==> src/rtl/mmio_peripherals.sv <==
// Memory-mapped LED, debounced button, button-edge and compare-timer registers on the Cpu data bus.
// Defining MMIO_TIMER_EN builds the TIMER/CMP/STATUS registers and irq; otherwise they read 0.
module mmio_peripherals #(
  parameter logic [31:0] BASE_ADDR       = 32'h8000_0000,
  parameter int unsigned LED_WIDTH       = 8,
  parameter int unsigned BTN_WIDTH       = 7,
  parameter int unsigned DEBOUNCE_CYCLES = 250000
) (
  input  logic                 clock,
  input  logic                 reset,
  input  logic [31:0]          read_address,
  output logic [31:0]          read_data,
  output logic                 read_hit,
  input  logic [31:0]          write_address,
  input  logic [31:0]          write_data,
  input  logic [3:0]           write_enable,
  input  logic [BTN_WIDTH-1:0] btn,
  output logic [LED_WIDTH-1:0] led,
  output logic                 irq
);

  localparam int unsigned CntW = $clog2(DEBOUNCE_CYCLES);
  localparam logic [CntW-1:0] CntLast = CntW'(DEBOUNCE_CYCLES - 1);

  localparam logic [7:0] OffLed    = 8'h00;
  localparam logic [7:0] OffBtn    = 8'h04;
  localparam logic [7:0] OffEdge   = 8'h08;
  localparam logic [7:0] OffTimer  = 8'h0C;
  localparam logic [7:0] OffCmp    = 8'h10;
  localparam logic [7:0] OffStatus = 8'h14;

  function automatic logic [31:0] byte_mask(input logic [3:0] be);
    logic [31:0] m;
    for (int i = 0; i < 4; i++) begin
      m[8*i +: 8] = {8{be[i]}};
    end
    return m;
  endfunction

  function automatic logic [31:0] merge(input logic [31:0] old, input logic [31:0] data,
                                        input logic [3:0] be);
    logic [31:0] m;
    m = byte_mask(be);
    return (old & ~m) | (data & m);
  endfunction

  // Write decode
  logic        wr_hit;
  logic [7:0]  wr_off;
  logic [31:0] wr_mask;

  assign wr_hit  = (write_enable != 4'b0) && (write_address[31:8] == BASE_ADDR[31:8]);
  assign wr_off  = write_address[7:0];
  assign wr_mask = byte_mask(write_enable);

  // LED register
  logic [LED_WIDTH-1:0] led_q, led_d;
  logic [31:0]          led_merged;

  always_comb begin
    led_merged = merge(32'(led_q), write_data, write_enable);
    led_d      = led_q;
    if (wr_hit && wr_off == OffLed) begin
      led_d = led_merged[LED_WIDTH-1:0];
    end
  end

  // Button synchronizers and per-bit debounce counters
  logic [BTN_WIDTH-1:0] sync1_q, sync2_q, stable_q, stable_d;
  logic [CntW-1:0]      cnt_q [BTN_WIDTH];
  logic [CntW-1:0]      cnt_d [BTN_WIDTH];

  always_comb begin
    stable_d = stable_q;
    for (int i = 0; i < BTN_WIDTH; i++) begin
      cnt_d[i] = '0;
      if (sync2_q[i] != stable_q[i]) begin
        if (cnt_q[i] == CntLast) begin
          stable_d[i] = sync2_q[i];
        end else begin
          cnt_d[i] = cnt_q[i] + 1'b1;
        end
      end
    end
  end

  // Rising-edge latch; a new edge wins over a simultaneous clear
  logic [BTN_WIDTH-1:0] edge_q, edge_d, edge_clr;

  always_comb begin
    edge_clr = '0;
    if (wr_hit && wr_off == OffEdge) begin
      edge_clr = write_data[BTN_WIDTH-1:0] & wr_mask[BTN_WIDTH-1:0];
    end
    edge_d = (edge_q & ~edge_clr) | (stable_d & ~stable_q);
  end

`ifdef MMIO_TIMER_EN
  logic [31:0] timer_q, timer_d, cmp_q, cmp_d;
  logic        status_q, status_d;

  always_comb begin
    timer_d  = timer_q + 32'd1;
    cmp_d    = cmp_q;
    status_d = status_q;
    if (wr_hit && wr_off == OffTimer) begin
      timer_d = merge(timer_q, write_data, write_enable);
    end
    if (wr_hit && wr_off == OffCmp) begin
      cmp_d = merge(cmp_q, write_data, write_enable);
    end
    if (wr_hit && wr_off == OffStatus && write_enable[0] && write_data[0]) begin
      status_d = 1'b0;
    end
    if (timer_q == cmp_q) begin
      status_d = 1'b1;
    end
  end

  always_ff @(posedge clock) begin
    if (reset) begin
      timer_q  <= '0;
      cmp_q    <= 32'hFFFF_FFFF;
      status_q <= 1'b0;
    end else begin
      timer_q  <= timer_d;
      cmp_q    <= cmp_d;
      status_q <= status_d;
    end
  end

  assign irq = status_q;
`else
  assign irq = 1'b0;
`endif

  // Read path: registered, so a same-cycle write is seen only on the next read
  logic        rd_hit;
  logic [31:0] rd_data;
  logic [31:0] read_data_q;
  logic        read_hit_q;

  always_comb begin
    rd_hit  = (read_address[31:8] == BASE_ADDR[31:8]);
    rd_data = '0;
    if (rd_hit) begin
      case (read_address[7:0])
        OffLed:    rd_data = 32'(led_q);
        OffBtn:    rd_data = 32'(stable_q);
        OffEdge:   rd_data = 32'(edge_q);
`ifdef MMIO_TIMER_EN
        OffTimer:  rd_data = timer_q;
        OffCmp:    rd_data = cmp_q;
        OffStatus: rd_data = {31'b0, status_q};
`endif
        default:   rd_data = '0;
      endcase
    end
  end

  always_ff @(posedge clock) begin
    if (reset) begin
      led_q       <= '0;
      sync1_q     <= '0;
      sync2_q     <= '0;
      stable_q    <= '0;
      edge_q      <= '0;
      read_data_q <= '0;
      read_hit_q  <= 1'b0;
      for (int i = 0; i < BTN_WIDTH; i++) begin
        cnt_q[i] <= '0;
      end
    end else begin
      led_q       <= led_d;
      sync1_q     <= btn;
      sync2_q     <= sync1_q;
      stable_q    <= stable_d;
      edge_q      <= edge_d;
      read_data_q <= rd_data;
      read_hit_q  <= rd_hit;
      for (int i = 0; i < BTN_WIDTH; i++) begin
        cnt_q[i] <= cnt_d[i];
      end
    end
  end

  assign led       = led_q;
  assign read_data = read_data_q;
  assign read_hit  = read_hit_q;

endmodule

==> config.mk <==
export PLATFORM = sky130hd
export DESIGN_NAME = mmio_peripherals
export DESIGN_NICKNAME = d
export VERILOG_FILES = /design/src/rtl/mmio_peripherals.sv
export SDC_FILE = /design/constraint.sdc
export NUM_CORES = 1
export LEC_CHECK = 0
export ABC_AREA = 1
export BUFFER_PORTS_ARGS = -buffer_cell sky130_fd_sc_hd__buf_2
export CORE_MARGIN = 2
export CORE_UTILIZATION = 50
export DETAILED_ROUTE_END_ITERATION = 10
export GPL_ROUTABILITY_DRIVEN = 0
export PLACE_DENSITY = 0.73
export SYNTH_ARGS = -nofsm -noshare
export SYNTH_HDL_FRONTEND = slang
export SYNTH_SLANG_ARGS = --single-unit
==> constraint.sdc <==
create_clock -name clock -period 2.4 [get_ports clock]
set_clock_uncertainty 0.2 [all_clocks]
set_input_delay 0.36 -clock clock [delete_from_list [all_inputs] [get_ports clock]]
set_output_delay 0.36 -clock clock [all_outputs]
set_load 0.01 [all_outputs]
==> results of run 1 <==
## per-layer routing
layer	track usage [%]	vias to the layer above
met3	5.364	24
met1	24.00	3320
li1	-	3986
met2	36.70	153
met5	0	-
met4	6.691	0
## through the flow
step / util (%) / instance area, sq um / setup WS, ns / instances
CTS: 59.37 / 9741 / 0.3960 / 1542
global route: 59.38 / 9743 / 0.1601 / 1543
finish: 59.38 / 9743 / 0.4240 / 1543
global placement: 54.65 / 8966 / 0.4527 / 1500
detailed placement: 54.65 / 8966 / 0.4226 / 1500
floorplan: - / 8418 / 0.7024 / 1211
## synth_stat cells, drive strengths merged, types with 6 or more instances
cell type,n
nor3b,6
inv,147
nor2,258
nand4,41
dfxtp,171
or2,11
xnor2,8
xor2,30
ha,7
nor3,54
nand2,219
a21oi,67
buf,38
nand3,71
o21ai,28
nand3b,12
## power by group through the flow
stage | combinational [mW] | sequential (mW) | clock, mW
after floorplan | 0.131 | 2.92 | 0
after global placement | 0.193 | 2.92 | 0
after detailed placement | 0.195 | 2.92 | 0
after CTS | 0.209 | 2.86 | 3.16
after global routing | 0.235 | 2.86 | 3.28
final | 0.208 | 2.86 | 3.11
## final timing paths
path	cells past startpoint	to
worst max register to register	10	cnt_q[4][15]
worst max-delay path	10	cnt_q[4][15]
worst min register to register	2	sync2_q[6]
worst min-delay path	4	edge_q[6]
## state kept, by name, summed over array words and instances, names as in the netlist, named ones only
name / count
cnt_q: 126
edge_q: 7
read_data: 8
read_hit: 1
stable_q: 7
sync1_q: 7
sync2_q: 7
## layout make-up
type	count	area share (%)
diodes	1	0.02568
clock buffers	21	4.726
clock inverters	11	2.196
inverters	147	5.663
multi-input cells	854	42.67
flip-flops and latches	171	35.14
well taps	220	2.825
repair buffers	118	6.755
## timing repair
action	4_1_cts	5_1_grt
hold endpoints to repair	10	0
setup endpoints to repair	0	0
hold buffers	10	0
## worst max-delay path, cell delays in order, from the launching register on
cell     delay (ns)
dfxtp_1        0.36
ha_1           0.18
nand2_1        0.05
inv_1          0.07
nand2_1        0.10
nor2_1         0.15
inv_1          0.07
nor3_1         0.36
nor2_1         0.19
nand3_1        0.11
inv_1          0.04
## kinds of logic after synthesis
| kind of cell | count (synthesis) | synth area share, % |
|---|---|---|
| flops | 171 | 41.11 |
| fa+ha+maj | 7 | 1.052 |
| buf+inv | 186 | 10.05 |
| simple gates | 678 | 36.85 |
| xor+xnor | 38 | 3.996 |
| other cells | 1 | 0.04503 |
| compound gates | 106 | 6.896 |
==> impl_results.md, run 1 <==
- Internal power: 4.949 mW
- CTS tree: done
- Leakage: 3.725 nW
- Final ANT Viol Nets: 0
- Share of cells above drive strength 1: 13.99%
- Setup TNS: 0 ns
- Synth top area share: 41.11%
- Worst Setup SP: cnt_q[4][0]
- Cell area after synthesis: 8328 sq um
- Core ar.: 16410 sq um
- I/O pin total: 151
- Pin count of the biggest net entering global routing: 19
- Met1 WL: 7.862 mm
- Slew HR: 57.60%
- Highest-count cells in the layout ignoring fill and taps: nor2_1, nand2_1, dfxtp_1
- CTS sink count: 171
- Power Density: 634.8 nW/um^2
- Resized Gates After CTS: 0
- Combinational Power Share: 3.4%
- Cells after Synth: 1187
- Min-delay src: write_data[6]
- Worst-Margin Slew: 0.6326 ns
- Commonest non-fill, non-tap cell in the layout: nor2_1
- Asr flop ratio synth: 0%
- CTS buffer count: 17
- Reg power frac: 46.3%
- Ys flop type: dfxtp_1
- DRT Pass-1 Iters: 5
- Worst R2R Start: cnt_q[4][0]
- PortBufs: 101
- Post-CTS setup buffer count: 0
- Net Switching: 1.235 mW
- Max Transition Viols Final: 0
- Die Area: 17710 sq um
- Clock Path Buffers: 2
- Initial Util: 50.76%
- First-pass GRT wire length: 29.95 mm
- HPWL Detailed: 13.06 mm
- Status: finished, final reports clean
- Routed WL: 17.52 mm
- Rows: 47
- Sw Share: 19.98%
- YS warnings: 0
- Met3 Routed Length: 910 um
- Area growth syn-to-layout: 16.99%
- Distinct cells, synth: 41
- Root buf cell: clkbuf_16
- Worst EP required: 2.53 ns
- Max Used Layer: met4
- Critical path type: reg -> reg
- Clk_lat worst skew: 0.43 ns
- DRC: 0
- Cell taking the most area after synthesis: dfxtp_1
- Synth Register Bits: 171
- Initial DRC count: 354
- Multi-input gate area: 4158 sq um
- Fin. Hold Viols: 0
- Die height: 133.1 um
- Peak supply drop: 0.0006417 V
- RSZ-0062 raised after global routing: no
- Arr. time, crit path: 2.10 ns
- Antenna violations before repair: 1
- DR vias/cell: 4.850
- Crit-path max FO: 5
- Net count, final: 1425
- Setup crit end kind: register
- Reg-to-reg slack, setup: 0.42 ns
- All-Layer GR Usage: 20.57%
- HP Class: in -> reg
- Final setup viols: 0
- GRT overflow: 0
- Metal2 WL: 8.442 mm
- Routed len/inst: 11.36 um
- H-tree lvl count: 4
- Total power: 6.185 mW
- Clk slew on worst S/H paths: 0.06 ns
- Top cells by area in the synthesized netlist: dfxtp_1, nor2_1, nand2_1
- Sequential fraction of the synthesis area: 41.11%
- Clock share of power: 50.4%
- Post-synth EDFFs: 0
- CP Launch Type: register
- Reg area: 3423 sq um
- Fillers: 1498
- Hold Slack: 0.03892 ns
- Max-Cap Viols: 0
- Final period utilization: 82.33%
- Fmax achieved: 0.5061 GHz
- Number of global-route vias before repair: 6957
- Mapped Avg Cell Area: 7.016 sq um
- Min Clock Period, post-route: 1.976 ns
- DR vias: 7483
- DIE WIDTH: 133.1 um
(Power assumes the default switching activity.)
==> run 2: changes to the inputs <==
PLACE_DENSITY = 0.76   (was 0.73)
clock period = 1.7 ns   (was 2.4 ns; I/O delays follow)
==> impl_results.md, run 2 (same netlist as run 1, synthesis figures left out) <==
- Status: finished, violations left
- Failing checks: negative setup slack
- Leakage: 4.325 nW (+16%)
- HP Class: in -> reg
- Critical path type: reg -> reg
- Top reg by flops: cnt_q
- Crit-path max FO: 2 (-3)
- Pin count of the biggest net entering global routing: 19 (unchanged)
- Number of global-route vias before repair: 7309 (+5.1%)
- Final ANT Viol Nets: 0 (unchanged)
- Share of cells above drive strength 1: 27.43% (+13 points)
- Commonest non-fill, non-tap cell in the layout: nor2_1
- Setup TNS: -0.3283 ns (-0.3283 ns)
- Root buf cell: clkbuf_16
- DR vias/cell: 5.015 (+3.4%)
- Post-place instance area: 9474 sq um (+5.7%)
- CTS tree: done
- Worst R2R Start: cnt_q[4][0]
- Final WS setup: -0.03819 ns (-0.4622 ns)
- DRC: 0 (unchanged)
- Setup crit end kind: register
- Die Area: 17710 sq um (unchanged)
- DIE WIDTH: 133.1 um (unchanged)
- Clock Path Buffers: 2 (unchanged)
- Clk_lat worst skew: 0.43 ns (about the same)
- DRT Pass-1 Iters: 5 (unchanged)
- Worst-Margin Slew: 0.5384 ns (-0.09416 ns)
- DR vias: 8184 (+9.4%)
- Net count, final: 1514 (+6.2%)
- Highest-count cells in the layout ignoring fill and taps: nor2_1, nand2_1, dfxtp_1
- CTS sink count: 171 (unchanged)
- Worst EP required: 1.87 ns (-0.66 ns)
- Arr. time, crit path: 1.90 ns (-0.20 ns)
- Hold Slack: 0.1059 ns (+0.06700 ns)
- Initial DRC count: 371 (+4.8%)
- Routed WL: 20.64 mm (+18%)
- Clk slew on worst S/H paths: 0.07 ns (about the same)
- Rows: 47 (unchanged)
- All-Layer GR Usage: 21.60% (+1.0 points)
- Fmax achieved: 0.5753 GHz (+14%)
- Area growth syn-to-layout: 33.91%
- H-tree lvl count: 4 (unchanged)
- Initial Util: 50.76% (unchanged)
- Dpl cells: 1561 (+4.1%)
- Power Density: 776.7 nW/um^2 (+22%)
- FF-to-FF End: stable_q[4]
- Reg-to-reg slack, setup: -0.04 ns (-0.46 ns)
- Peak supply drop: 0.0007988 V (+24%)
- Min Clock Period, post-route: 1.738 ns (-0.2378 ns)
- Cell area after layout: 11150 sq um (+14%)
- I/O pin total: 151 (unchanged)
- RSZ-0062 raised after global routing: yes
- Worst Setup SP: cnt_q[4][0]
- First-pass GRT wire length: 31.58 mm (+5.5%)
- Max Transition Viols Final: 0 (unchanged)
- GRT overflow: 0 (unchanged)
- Die height: 133.1 um (unchanged)
- Antenna violations before repair: 1 (unchanged)
- Final setup viols: 20 (+20)
- Slew HR: 63.83% (+6.2 points)
- CP Launch Type: register
- Max-Cap Viols: 0 (unchanged)
- R2r worst-path depth: 10 (unchanged)
- HPWL Detailed: 13.63 mm (+4.4%)
- CTS buffer count: 17 (unchanged)
- End of the critical path: stable_q[4]
- Final period utilization: 102.2% (+20 points)
- Fin. Hold Viols: 0 (unchanged)
- Final std cells w/o fill: 1632 (+5.8%)
- Routed len/inst: 12.65 um (+11%)
- Max FFs per register: 126 (unchanged)
- PortBufs: 101 (unchanged)
- Core ar.: 16410 sq um (unchanged)
run 2: what timing repair did:
item / in CTS / in global routing
cloned: 0 / 6
pin swaps: 8 / 39
buffers inserted: 5 / 12
hold buffers: 15 / 0
endpoints found under the hold margin: 20 / 0
gates resized for setup: 20 / 142
endpoints found under the setup margin: 47 / 126
run 2: layout make-up:
class / instances / area (sq um)
Multi-Input combinational cell: 854 / 4715
Inverter: 147 / 554.3
Clock inverter: 15 / 224.0
Fill cell: 1259 / 5255
Clock buffer: 17 / 425.4
Antenna cell: 1 / 2.502
Sequential cell: 171 / 3442
Timing Repair Buffer: 207 / 1514
Tap cell: 220 / 275.3
run 2: layer usage:
| metal | global-route usage (%) | vias to the layer above | part of all wire [%] |
|---|---|---|---|
| met2 | 37.85 | 201 | 50 |
| li1 | - | 4194 | - |
| met4 | 7.527 | 0 | 2.2 |
| met1 | 25.94 | 3750 | 43 |
| met3 | 5.057 | 39 | 4.5 |
| met5 | 0 | - | 0 |
run 2: where the power goes:
part | switching [mW] | internal [mW]
logic | 0.194 | 0.179
registers | 0.0149 | 4.03
clock network | 1.64 | 2.61
total | 1.85 | 6.81
run 2: metrics by stage:
step | total power [mW] | setup slack, ns | utilization, %
after global routing | 8.944 | -0.1640 | 67.97
after global placement | 4.427 | -0.03359 | 57.74
after floorplan | 4.312 | 0.002391 | -
after detailed placement | 4.434 | -0.06508 | 57.74
final | 8.662 | -0.03819 | 67.97
after CTS | 8.678 | -0.01291 | 63.23
run 2: how the worst min path moves through the flow:
stage          startpoint  cells past startpoint           to
2_1_floorplan      btn[0]                      2   sync1_q[0]
3_5_place_dp   sync1_q[5]                      2   sync2_q[5]
6_report            reset                      3  stable_q[1]
5_1_grt             reset                      3   sync1_q[5]
3_3_place_gp   sync1_q[4]                      2   sync2_q[4]
4_1_cts             reset                      3    edge_q[5]
run 2: critical path: stages (launching register included):
cell     delay [ns]
dfxtp_2        0.35
ha_4           0.14
nand2_2        0.05
inv_2          0.08
nand2_4        0.06
nor2_4         0.12
inv_1          0.08
nor3_2         0.25
buf_4          0.16
o21ai_0        0.06
nor2_1         0.10
